## src/rtl/mem_access_arbiter.sv

```systemverilog
// Requester-side controller for the unified single-port instruction/data
// memory. Serialises fetch and data requests onto one memory port using a
// req/ack handshake, chains back-to-back accesses with no idle cycle, raises
// the pipeline stall, and aborts accesses that the memory never acknowledges.
module mem_access_arbiter #(
    parameter int ADDR_W  = 30,
    parameter int DATA_W  = 32,
    parameter int TIMEOUT = 15
) (
    input  logic              i_clk,
    input  logic              i_rst,
    input  logic              i_if_req,
    input  logic [ADDR_W-1:0] i_if_pc,
    output logic              o_if_ready,
    output logic [DATA_W-1:0] o_if_instr,
    input  logic              i_dm_req,
    input  logic              i_dm_we,
    input  logic [ADDR_W-1:0] i_dm_addr,
    input  logic [DATA_W-1:0] i_dm_wdata,
    output logic              o_dm_ready,
    output logic [DATA_W-1:0] o_dm_rdata,
    output logic              o_mem_req,
    output logic              o_mem_select,
    output logic [ADDR_W-1:0] o_mem_addr,
    output logic [DATA_W-1:0] o_mem_wdata,
    output logic              o_mem_wren,
    input  logic              i_mem_ack,
    input  logic [DATA_W-1:0] i_mem_rdata,
    output logic              o_stall,
    output logic              o_err
);

    typedef enum logic [1:0] {
        IDLE  = 2'd0,
        FETCH = 2'd1,
        DATA  = 2'd2
    } state_t;

    localparam logic [7:0] TIMEOUT_CNT = 8'(TIMEOUT);

    state_t              r_state;
    state_t              w_next_state;
    logic [7:0]          r_count;
    logic                r_we;
    logic                r_err;
    logic                r_mem_select;
    logic [ADDR_W-1:0]   r_mem_addr;
    logic [DATA_W-1:0]   r_mem_wdata;

    logic                w_in_fetch;
    logic                w_in_data;
    logic                w_busy;
    logic                w_expired;
    logic                w_done;
    logic                w_timeout;
    logic                w_grant_fetch;
    logic                w_grant_data;
    logic                w_if_ready;
    logic                w_dm_ready;

    // An access finishes on mem_ack or when the counter hits the limit; an ack
    // in the limit cycle wins, so that case is a normal completion.
    assign w_in_fetch = (r_state == FETCH);
    assign w_in_data  = (r_state == DATA);
    assign w_busy     = w_in_fetch | w_in_data;
    assign w_expired  = (r_count == TIMEOUT_CNT);
    assign w_done     = w_busy & (i_mem_ack | w_expired);
    assign w_timeout  = w_busy & w_expired & ~i_mem_ack;

    // Next-state and grant decisions: data beats fetch from IDLE, and on
    // completion the other requester is chained in, never the one just served.
    always_comb begin
        w_next_state  = r_state;
        w_grant_fetch = 1'b0;
        w_grant_data  = 1'b0;
        case (r_state)
            IDLE: begin
                if (i_dm_req) begin
                    w_grant_data = 1'b1;
                    w_next_state = DATA;
                end else if (i_if_req) begin
                    w_grant_fetch = 1'b1;
                    w_next_state  = FETCH;
                end
            end
            FETCH: begin
                if (w_done) begin
                    if (i_dm_req) begin
                        w_grant_data = 1'b1;
                        w_next_state = DATA;
                    end else begin
                        w_next_state = IDLE;
                    end
                end
            end
            DATA: begin
                if (w_done) begin
                    if (i_if_req) begin
                        w_grant_fetch = 1'b1;
                        w_next_state  = FETCH;
                    end else begin
                        w_next_state = IDLE;
                    end
                end
            end
            default: w_next_state = IDLE;
        endcase
    end

    // State register; reset abandons any access in flight.
    always_ff @(posedge i_clk) begin
        if (i_rst) begin
            r_state <= IDLE;
        end else begin
            r_state <= w_next_state;
        end
    end

    // Latch the granted request onto the memory port, run the latency counter
    // and record a timeout in the sticky error flag.
    always_ff @(posedge i_clk) begin
        if (i_rst) begin
            r_count      <= 8'd0;
            r_we         <= 1'b0;
            r_err        <= 1'b0;
            r_mem_select <= 1'b0;
            r_mem_addr   <= '0;
            r_mem_wdata  <= '0;
        end else begin
            if (w_grant_data) begin
                r_mem_select <= 1'b0;
                r_mem_addr   <= i_dm_addr;
                r_mem_wdata  <= i_dm_wdata;
                r_we         <= i_dm_we;
                r_count      <= 8'd0;
            end else if (w_grant_fetch) begin
                r_mem_select <= 1'b1;
                r_mem_addr   <= i_if_pc;
                r_mem_wdata  <= '0;
                r_we         <= 1'b0;
                r_count      <= 8'd0;
            end else if (w_done) begin
                r_count <= 8'd0;
            end else if (w_busy) begin
                r_count <= r_count + 8'd1;
            end
            if (w_timeout) begin
                r_err <= 1'b1;
            end
        end
    end

    // Completion strobes and pass-through data; a timed-out access returns 0
    // so the pipeline sees a NOP or a zero load, and reset suppresses strobes.
    assign w_if_ready   = w_in_fetch & w_done & ~i_rst;
    assign w_dm_ready   = w_in_data & w_done & ~i_rst;
    assign o_if_ready   = w_if_ready;
    assign o_dm_ready   = w_dm_ready;
    assign o_if_instr   = (w_if_ready & i_mem_ack) ? i_mem_rdata : '0;
    assign o_dm_rdata   = (w_dm_ready & i_mem_ack & ~r_we) ? i_mem_rdata : '0;

    assign o_mem_req    = w_busy;
    assign o_mem_select = r_mem_select;
    assign o_mem_addr   = r_mem_addr;
    assign o_mem_wdata  = r_mem_wdata;
    assign o_mem_wren   = w_in_data & r_we;
    assign o_err        = r_err;

    assign o_stall = (i_if_req & ~w_if_ready) | (i_dm_req & ~w_dm_ready);

endmodule

```

## config.mk

```make
export PLATFORM = sky130hd
export DESIGN_NAME = mem_access_arbiter
export DESIGN_NICKNAME = d
export VERILOG_FILES = /design/src/rtl/mem_access_arbiter.sv
export SDC_FILE = /design/constraint.sdc
export NUM_CORES = 1
export LEC_CHECK = 0
export ABC_AREA = 0
export CAP_MARGIN = 20
export CORE_MARGIN = 1
export CORE_UTILIZATION = 40
export CTS_CLUSTER_SIZE = 28
export DETAILED_ROUTE_END_ITERATION = 7
export PLACE_DENSITY_LB_ADDON = 0.12
export SYNTH_ARGS = -nofsm -noshare
export SYNTH_HDL_FRONTEND = slang
export SYNTH_SLANG_ARGS = --single-unit
```

## constraint.sdc

```tcl
create_clock -name i_clk -period 4 [get_ports i_clk]
set_input_delay 1 -clock i_clk [delete_from_list [all_inputs] [get_ports i_clk]]
set_output_delay 1 -clock i_clk [all_outputs]
set_load 0.02 [all_outputs]
```

* Word-level counts from Yosys, hierarchy flattened
Cells that the tools add are included.
** Storage, ports and cells
- Bits in registers :: 75
- Bits of input ports :: 130
- Output and inout bits :: 133
- Logic and storage cells :: 62
** Operators by class
- Add/subtract/negate cells :: 1
- Eq/ne operators :: 6
- Multiplexer cells :: 22
- Bitwise operators :: 21
- Reduce and logical (&&, ||, !) cells :: 5
** Operators by type and width (count)
- two-way mux 32 bit :: 4
- two-way mux 30 bit :: 2
- AND 1 bit :: 13
- two-way mux 2 bit :: 5
- adder 8 x 1 -> 8 bit (second input constant) :: 1
- equality test 8 x 4 -> 1 bit (second input constant) :: 1
- two-way mux 1 bit :: 8
- one-hot mux 2 bit (3 select lines) :: 1
- NOT 1 bit :: 5
- inequality test 2 x 1 -> 1 bit (second input constant) :: 2
- one-hot mux 1 bit (2 select lines) :: 2
- OR reduction 4 bit :: 1
- inequality test 3 bit (second input constant) :: 1
- bitwise OR 1 bit :: 3
- AND reduction 3 bit :: 1
- equality test 2 x 1 -> 1 bit (second input constant) :: 1
- equality test 2 bit (second input constant) :: 1
- zero test 2 bit :: 1
- nonzero test 2 bit :: 1
- OR reduction 2 bit :: 1

* Longest topological paths before layout
- Word-level depth :: 8
- Depth in mapped cells :: 9
- Depth with buffers taken out :: 6

* Worst setup path before layout
OpenSTA, ideal clock, no wires.
- Path type :: register -> output
- Start point :: register r_state[0]
- End point :: output o_stall
- Arrival time :: 2321 ps
- Required time :: 3000 ps
- Path slack :: 679 ps
- Stages on the path, launching flop included :: 9
- Path buffers :: 2
- Cells stage by stage :: dfxtp_1 inv_1 ha_1 buf_6 and4_4 buf_6 a21oi_2 nor3b_1 o22ai_1
** On the way
- Cells in the longest elaborated chain, start to end :: 8
- Elaborated cells on any way between the ends :: 13
- Those cells by class :: eq/ne (2); bitwise (11)
** RTL lines
- start, declared :: line 41 : state_t r_state;
- start signal, assigned :: line 115 : r_state <= w_next_state;
- equality test 2 x 1 -> 1 bit / equality test 2 bit (equally long branches) :: line 63, 64
- bitwise OR 1 bit * :: line 65 : assign w_busy = w_in_fetch | w_in_data;
- via o_mem_req :: line 22 : output logic o_mem_req,
- AND 1 bit * :: line 67 : assign w_done = w_busy & (i_mem_ack | w_expired);
- AND 1 bit * (2 in a row) :: line 155 : assign w_if_ready = w_in_fetch & w_done & ~i_rst;
- via o_if_ready :: line 14 : output logic o_if_ready,
- NOT 1 bit * :: line 169 : assign o_stall = (i_if_req & ~w_if_ready) | (i_dm_req & ~w_dm_ready);
- AND 1 bit * :: line 169
- bitwise OR 1 bit * :: line 169
- end, declared :: line 29 : output logic o_stall,
Mark *: on every way through the listed nets, which the timed path passes. The rest lies on a longest branch.

* Worst setup path after layout
- Start point :: input i_mem_ack
- End point :: output o_if_instr[29]
** On the way
- Cells in the longest elaborated chain, start to end :: 6
** RTL lines
- start, declared :: line 27 : input logic i_mem_ack,
- bitwise OR 1 bit :: line 67
- AND 1 bit :: line 67
- AND 1 bit (2 in a row) :: line 155
- AND 1 bit * :: line 159 : assign o_if_instr = (w_if_ready & i_mem_ack) ? i_mem_rdata : '0;
- two-way mux 32 bit * :: line 159
- end, declared :: line 15 : output logic [DATA_W-1:0] o_if_instr,
Mark *: on every way between the ends. The rest lies on a longest branch, timed or not.

==> impl_metrics.tcl <==
set metrics [dict create \
    path_max_fanout 32 \
    fin_skew_ns 0.0135 \
    die_h_um 103 \
    hold_viol 0 \
    cts_setup_buffers 0 \
    power_switching_mw 1.84 \
    syn_area_per_cell_sq_um 8.26 \
    ir_worst_vdd_v 0.000334 \
    h-tree-depth 3 \
    placed_area_sq_um 6780 \
    rows 36 \
    path_class "in -> out" \
    power.total_mw 4.01 \
    p_sw_share_pct 46.0 \
    status "complete, no violations" \
    async_reset_ff_share_pct 0 \
    seq_area_frac_synth_pct 37.1 \
    setup_violations 0 \
    drt-total-wl_mm 15.8 \
    clkLatencyLatePin_ns 0.34 \
    startpoint_type "input port" \
    synth.most_common_cell "dfxtp_1" \
    cts_tree "built" \
    numCtsBuffers 9 \
    r2r-start "r_state[0]" \
    critPathArrivalTime_ns 2.90 \
    yosys-top-cells-count "dfxtp_1 (75), and2_1 (66), nand3_1 (65)" \
    p_comb_share_pct 59.2 \
    hold_end "o_mem_wdata[18]" \
    seqPwrFrac_pct 27.3 \
    grt-ovfl-total 0 \
    synth_area_sq_um 4050 \
    core_area_sq_um 9770 \
    final_util_pct 72.0 \
    place_inst 846 \
    die_area_sq_um 10500 \
    diodes 0 \
    io_pins 263 \
    postSynthCellCount 490 \
    end_kind "output pin" \
    ys_warn_count 0 \
    die_w_um 103 \
    antenna_found_initial 1 \
    final_nets 859 \
    via_count 4782 \
    drv_slew 0 \
    syn_nets 625 \
    maxCapViolCount 0 \
    grt_max_degree 56 \
    fin_hold_ws_ns 0.478 \
    hold_path_depth 2 \
    drive_above_1_share_pct 6.04 \
    stdcell_area_sq_um 7040 \
    gp_congestion 0.839 \
    hold_class "reg -> reg" \
    p_leak_nw 2.97 \
    synthTopCellsByArea "dfxtp_1 (37%), and2_1 (10%), nand3_1 (8.0%)" \
    period_share_pct 97.6 \
    yosysTopAreaCell "dfxtp_1" \
    min_from "o_mem_wdata[18]" \
    clk_pin_slew_ns 0.07 \
    finalWorstSetupSlack_ns 0.0978 \
    fmax_mhz 256 \
    p_clk_share_pct 13.5 \
    r2r_setup_slack_ns 1.19 \
    setup_tns_ns 0 \
    synth-main-ff-cell "dfxtp_1" \
    holdBufCountCts 0 \
    fin_cells 862 \
    root_buffer "clkbuf_8" \
    grt_usage_pct 28.5 \
    synth_edf_count 0 \
    via_per_inst 5.55 \
    netlist.area_leader.share_pct 37.1 \
    cp.required_ns 3.00 \
    hpwl_mm 11.0 \
    clock_sinks 75 \
    drc 0 \
    synth_cell_types 40 \
    post_drt_wl_per_cell_um 18.4 \
    finalCriticalPeriod_ns 3.90 \
    grt_setup_unrepaired "no" \
    power_density_nw_per_um2 570 \
    drtIter0Drc 151 \
    start_util_pct 41.4 \
    firstDrtPassIters 5 \
    maxSlewHeadroom_pct 35.5 \
    port_buffers 262 \
    ant_nets 0 \
    ys_seq_elements 75 \
    area_delta_synth_final_pct 74.0 \
    r2r-end "o_mem_addr[0]" \
    worstMarginPinSlew_ns 0.963 \
    pre_cts_ws_ns -0.00486 \
    reg2reg_depth 8 \
    clockBufferDepth 2 \
    p_int_mw 2.17 \
    grt_pass1_wl_mm 23.2 \
    grt_pass1_vias 4344 \
]
## final cells by class
type                       instances  area, sq um
sequential                        75         1500
multi-input combinational        355         2310
timing repair buffer             278         2870
clock buffer                      12          145
tap                              133          166
fill                             778         2740
inverter                           5         18.8
clock inverter                     4         33.8
## per-layer routing
layer	GRT usage, %	part of all wire [%]	up-vias
li1	-	-	2302
met1	34.1	39	2256
met2	49.0	50	198
met3	8.20	8.8	24
met4	9.23	2.1	2
met5	0	0.11	-
## critical path, cell delays in order
cell and delay, ns:
clkdlybuf4s50_1 0.47, and2_1 0.16, buf_4 0.13, and3_1 0.20
buf_12 0.17, and2_1 0.13, clkdlybuf4s50_1 0.64
## cell families (layout without fill, tap and decap cells)
logic type,after synthesis,after routing,share of synthesized area [%]
AND/OR/NAND/NOR,198,198,27.3
XOR/XNOR,7,7,1.52
flip-flops,75,75,37.1
multiplexers,1,1,0.247
adder cells (fa/ha/maj),5,5,1.55
buffers and inverters,60,299,6.87
AO/OA/AOI/OAI,144,144,25.4
## worst max path at each step
stage | cells past startpoint | to | from | slack, ns
floorplan | 8 | o_stall | r_state[0] | 0.68
global placement | 7 | o_dm_rdata[22] | i_mem_ack | 0.06
detailed placement | 7 | o_dm_rdata[22] | i_mem_ack | -0.005
CTS | 7 | o_dm_rdata[30] | i_mem_ack | 0.02
global route | 7 | o_if_instr[29] | i_mem_ack | 0.01
finish | 7 | o_if_instr[29] | i_mem_ack | 0.1
## power by group through the flow
stage	Clock (mW)	Combinational [mW]	Sequential [mW]
global placement	0	2.33	1.10
global route	0.587	2.55	1.12
CTS	0.554	2.37	1.10
finish	0.540	2.38	1.10
floorplan	0	1.14	1.36
detailed placement	0	2.36	1.11
## registers in the layout, indices dropped and copies added, names as in the netlist
name / count
o_mem_wdata: 32
o_mem_addr: 30
r_count: 8
r_state: 2
o_err: 1
o_mem_select: 1
r_we: 1
## repair_timing
| item | CTS | global route |
|---|---|---|
| resized for setup | 1 | 32 |
| setup endpoints to repair | 1 | 32 |
| pin swaps | 0 | 0 |
## cells in the final DEF (no fill, tap or decap), types with 4 or more instances in the layout
cell type / n
clkbuf_8: 10
inv_1: 5
and2_1: 66
dfxtp_1: 75
nor2_1: 12
dlymetal6s2s_1: 32
nand3_1: 65
buf_4: 12
ha_1: 5
buf_12: 4
o221ai_1: 34
clkdlybuf4s50_1: 228
nor3_1: 32
a311oi_1: 30
o21ai_0: 30
xnor2_1: 4
a21oi_1: 36
nand2_1: 8
Power figures use the tool's default switching activity.
==> RTL change: new RTL, config.mk and constraints unchanged <==
Encoding of `state_t`: now one-hot (3 bits for 3 states).
--- a/src/rtl/mem_access_arbiter.sv
+++ b/src/rtl/mem_access_arbiter.sv
@@ -32,6 +32,6 @@
 
-    typedef enum logic [1:0] {
-        IDLE  = 2'd0,
-        FETCH = 2'd1,
-        DATA  = 2'd2
+    typedef enum logic [2:0] {
+        IDLE  = 3'b001,
+        FETCH = 3'b010,
+        DATA  = 3'b100
     } state_t;
Function: no difference found for any inputs over 10 cycles, from zero or initial values and one cycle with i_rst high; not proved beyond that.
==> RTL change against the unedited design <==
Critical path depth is 2 lower; count of clock-buffer cells in the layout is 2 lower; global-route usage is 2.2 points lower; routed wire length is 9.4% lower; first-iteration DRC count is 30% higher; sequential cell count is 1 higher; area after synthesis is 1.4% higher; cell area is 0.23% lower; clock skew is 0.0029 ns higher; sequential share of layout area is 0.37 points higher; setup slack better by 0.18 ns; highest routed layer is now met4.
Power is not compared: it rests on default switching activity, and its combinational part moved more than twofold at a synthesized area within 25%.
==> RTL change: results (changes against the unedited design) <==
[status]
status=finished clean

[cells_and_area]
layout-drive-gt1-share_pct=6.18  ; +0.15 points
finalNonFillerCells=861  ; -0.12%
nNetsFinal=854  ; -0.58%
nFillCells=759  ; -2.4%
largest_reg_flops=32  ; unchanged
n_antenna_cell=0  ; unchanged

[hold_path]
min_path_type=reg -> reg
worst_hold_path.endpoint=o_mem_wdata[27]
holdPathStages=2  ; unchanged
min_from=o_mem_wdata[27]

[clock_tree]
clk-insertion-delay-late_ns=0.35
h-tree-depth=3  ; unchanged
cts_resized=0  ; -1
clk_path_buf_depth=2  ; unchanged
post_cts_buffers=0  ; unchanged
clockRootBuffer=clkbuf_8
cts.clk_slew.worst_paths_ns=0.09  ; +0.02 ns
cts_buffers=9  ; unchanged

[setup_path]
r2r_end=o_mem_wdata[12]
cp.arrival_ns=2.72  ; -0.18 ns
worst-path-max-fanout=32  ; unchanged
regToRegSetupSlack_ns=1.67  ; +0.48 ns
r2r-start=r_count[0]
reg2reg_depth=7  ; -1

[yosys]
ys_types=43  ; +7.5%
ys_seq_area_share_pct=37.1  ; about the same
ys_async_sr_fraction_pct=0  ; unchanged
synth.avg_cell_area_um2=8.36  ; +1.2%
synthXorXnorAreaFrac_pct=1.71  ; +0.19 points
synth.net_count=622  ; -0.48%
synth_commonest_cells=dfxtp_1, and2_1, clkbuf_1
synth_top_cell_area_share_pct=37.1  ; about the same
yosys.area_share.adder_pct=0.305  ; -1.2 points
yosysWarningCount=0  ; unchanged
ys_top_cells_by_area=dfxtp_1, and2_1, o41ai_1
ys.flop_type=dfxtp_1
synth.area.mux_share_pct=0.488  ; +0.24 points
synth_compound_area_share_pct=19.9  ; -5.6 points

[sta]
slew-limit-headroom_pct=59.8  ; +24 points
skew_ns=0.0164  ; +0.00290 ns

[global_routing]
grt_pass1_vias=4421  ; +1.8%
grt_first_pass_wirelength_um=22000  ; -5.2%
grt_use_total_pct=26.3  ; -2.2 points
antenna_found_initial=0  ; -1
grt_max_degree=63  ; +13%

[power]
vdd_drop_max_uv=217
leakage_nw=2.46
p_sw_mw=0.740

[placement]
hpwl_um=10300  ; -6.8%
portBuffers=262  ; unchanged
dp_cells=844  ; -0.24%
place_area_mm2=0.00683  ; +0.72%
gp_congestion=0.853  ; +1.7%

[routing]
firstDrtPassIters=4  ; -1
viasPerCell=5.42  ; -2.3%
drt_iter0_drc=197  ; +30%
wl_um=14400  ; -9.4%

RTL change: cell types whose count changed in the layout (fill, tap and decap cells not counted), sizes merged, moves of 11 or more:
cell	before	now
or3b	0	31
a21oi	37	4
o221ai	34	0
nand4	2	34
inv	6	40
dlymetal6s2s	32	0
nand3	65	2
o41ai	1	33
nor4	1	12
clkdlybuf4s50	228	261
RTL change: worst max-delay path by stage:
stage | startpoint | endpoint
after floorplan | i_rst | o_if_instr[10]
after global placement | i_mem_ack | o_dm_rdata[3]
after detailed placement | i_mem_ack | o_if_instr[3]
after CTS | r_state[2] | o_if_instr[3]
after global routing | r_state[2] | o_if_instr[24]
final | i_mem_ack | o_if_instr[3]
RTL change: metrics by stage:
step	hold slack, ns	utilization (%)	worst slack, ns
detailed placement	0.454	69.2	0.288
finish	0.463	71.2	0.279
floorplan	0.464	-	0.949
CTS	0.466	71.1	0.187
global placement	0.449	69.2	0.314
global route	0.493	71.2	0.135
RTL change: power by group through the flow:
stage / Clock [mW] / Sequential, mW / Combinational, mW
final: 0.554 / 0.891 / 0.737
after global routing: 0.600 / 0.902 / 0.791
after CTS: 0.567 / 0.890 / 0.738
after detailed placement: 0 / 0.905 / 0.734
after global placement: 0 / 0.903 / 0.726
after floorplan: 0 / 0.994 / 0.271
RTL change: cell families after synthesis:
group | after synthesis
multiplexers | 2
buffers and inverters | 96
adder cells (fa/ha/maj) | 1
AO/OA/AOI/OAI | 109
AND/OR/NAND/NOR | 199
flip-flops | 76
XOR/XNOR | 8
RTL change: cell type report:
| class | instances | area, µm² | share of cell area [%] |
|---|---|---|---|
| timing repair buffer | 278 | 2750 | 39.1 |
| multi-input combinational | 319 | 2250 | 32.1 |
| sequential | 76 | 1520 | 21.7 |
| tap | 133 | 166 | 2.37 |
| inverter | 39 | 146 | 2.08 |
| clock buffer | 10 | 138 | 1.96 |
| clock inverter | 6 | 47.5 | 0.677 |
RTL change: critical path, cell delays in order:
cell,delay [ns]
clkdlybuf4s50_1,0.51
and3_1,0.16
buf_4,0.25
and2_1,0.17
clkdlybuf4s50_1,0.61
RTL change: per-layer routing:
layer  global-route usage [%]  routed length (µm)  vias up
met2                     44.3                7180      183
met3                     6.59                 939       28
li1                         -                   -     2287
met5                        0                   0        -
met4                     10.4                 378        0
met1                     32.4                5860     2168
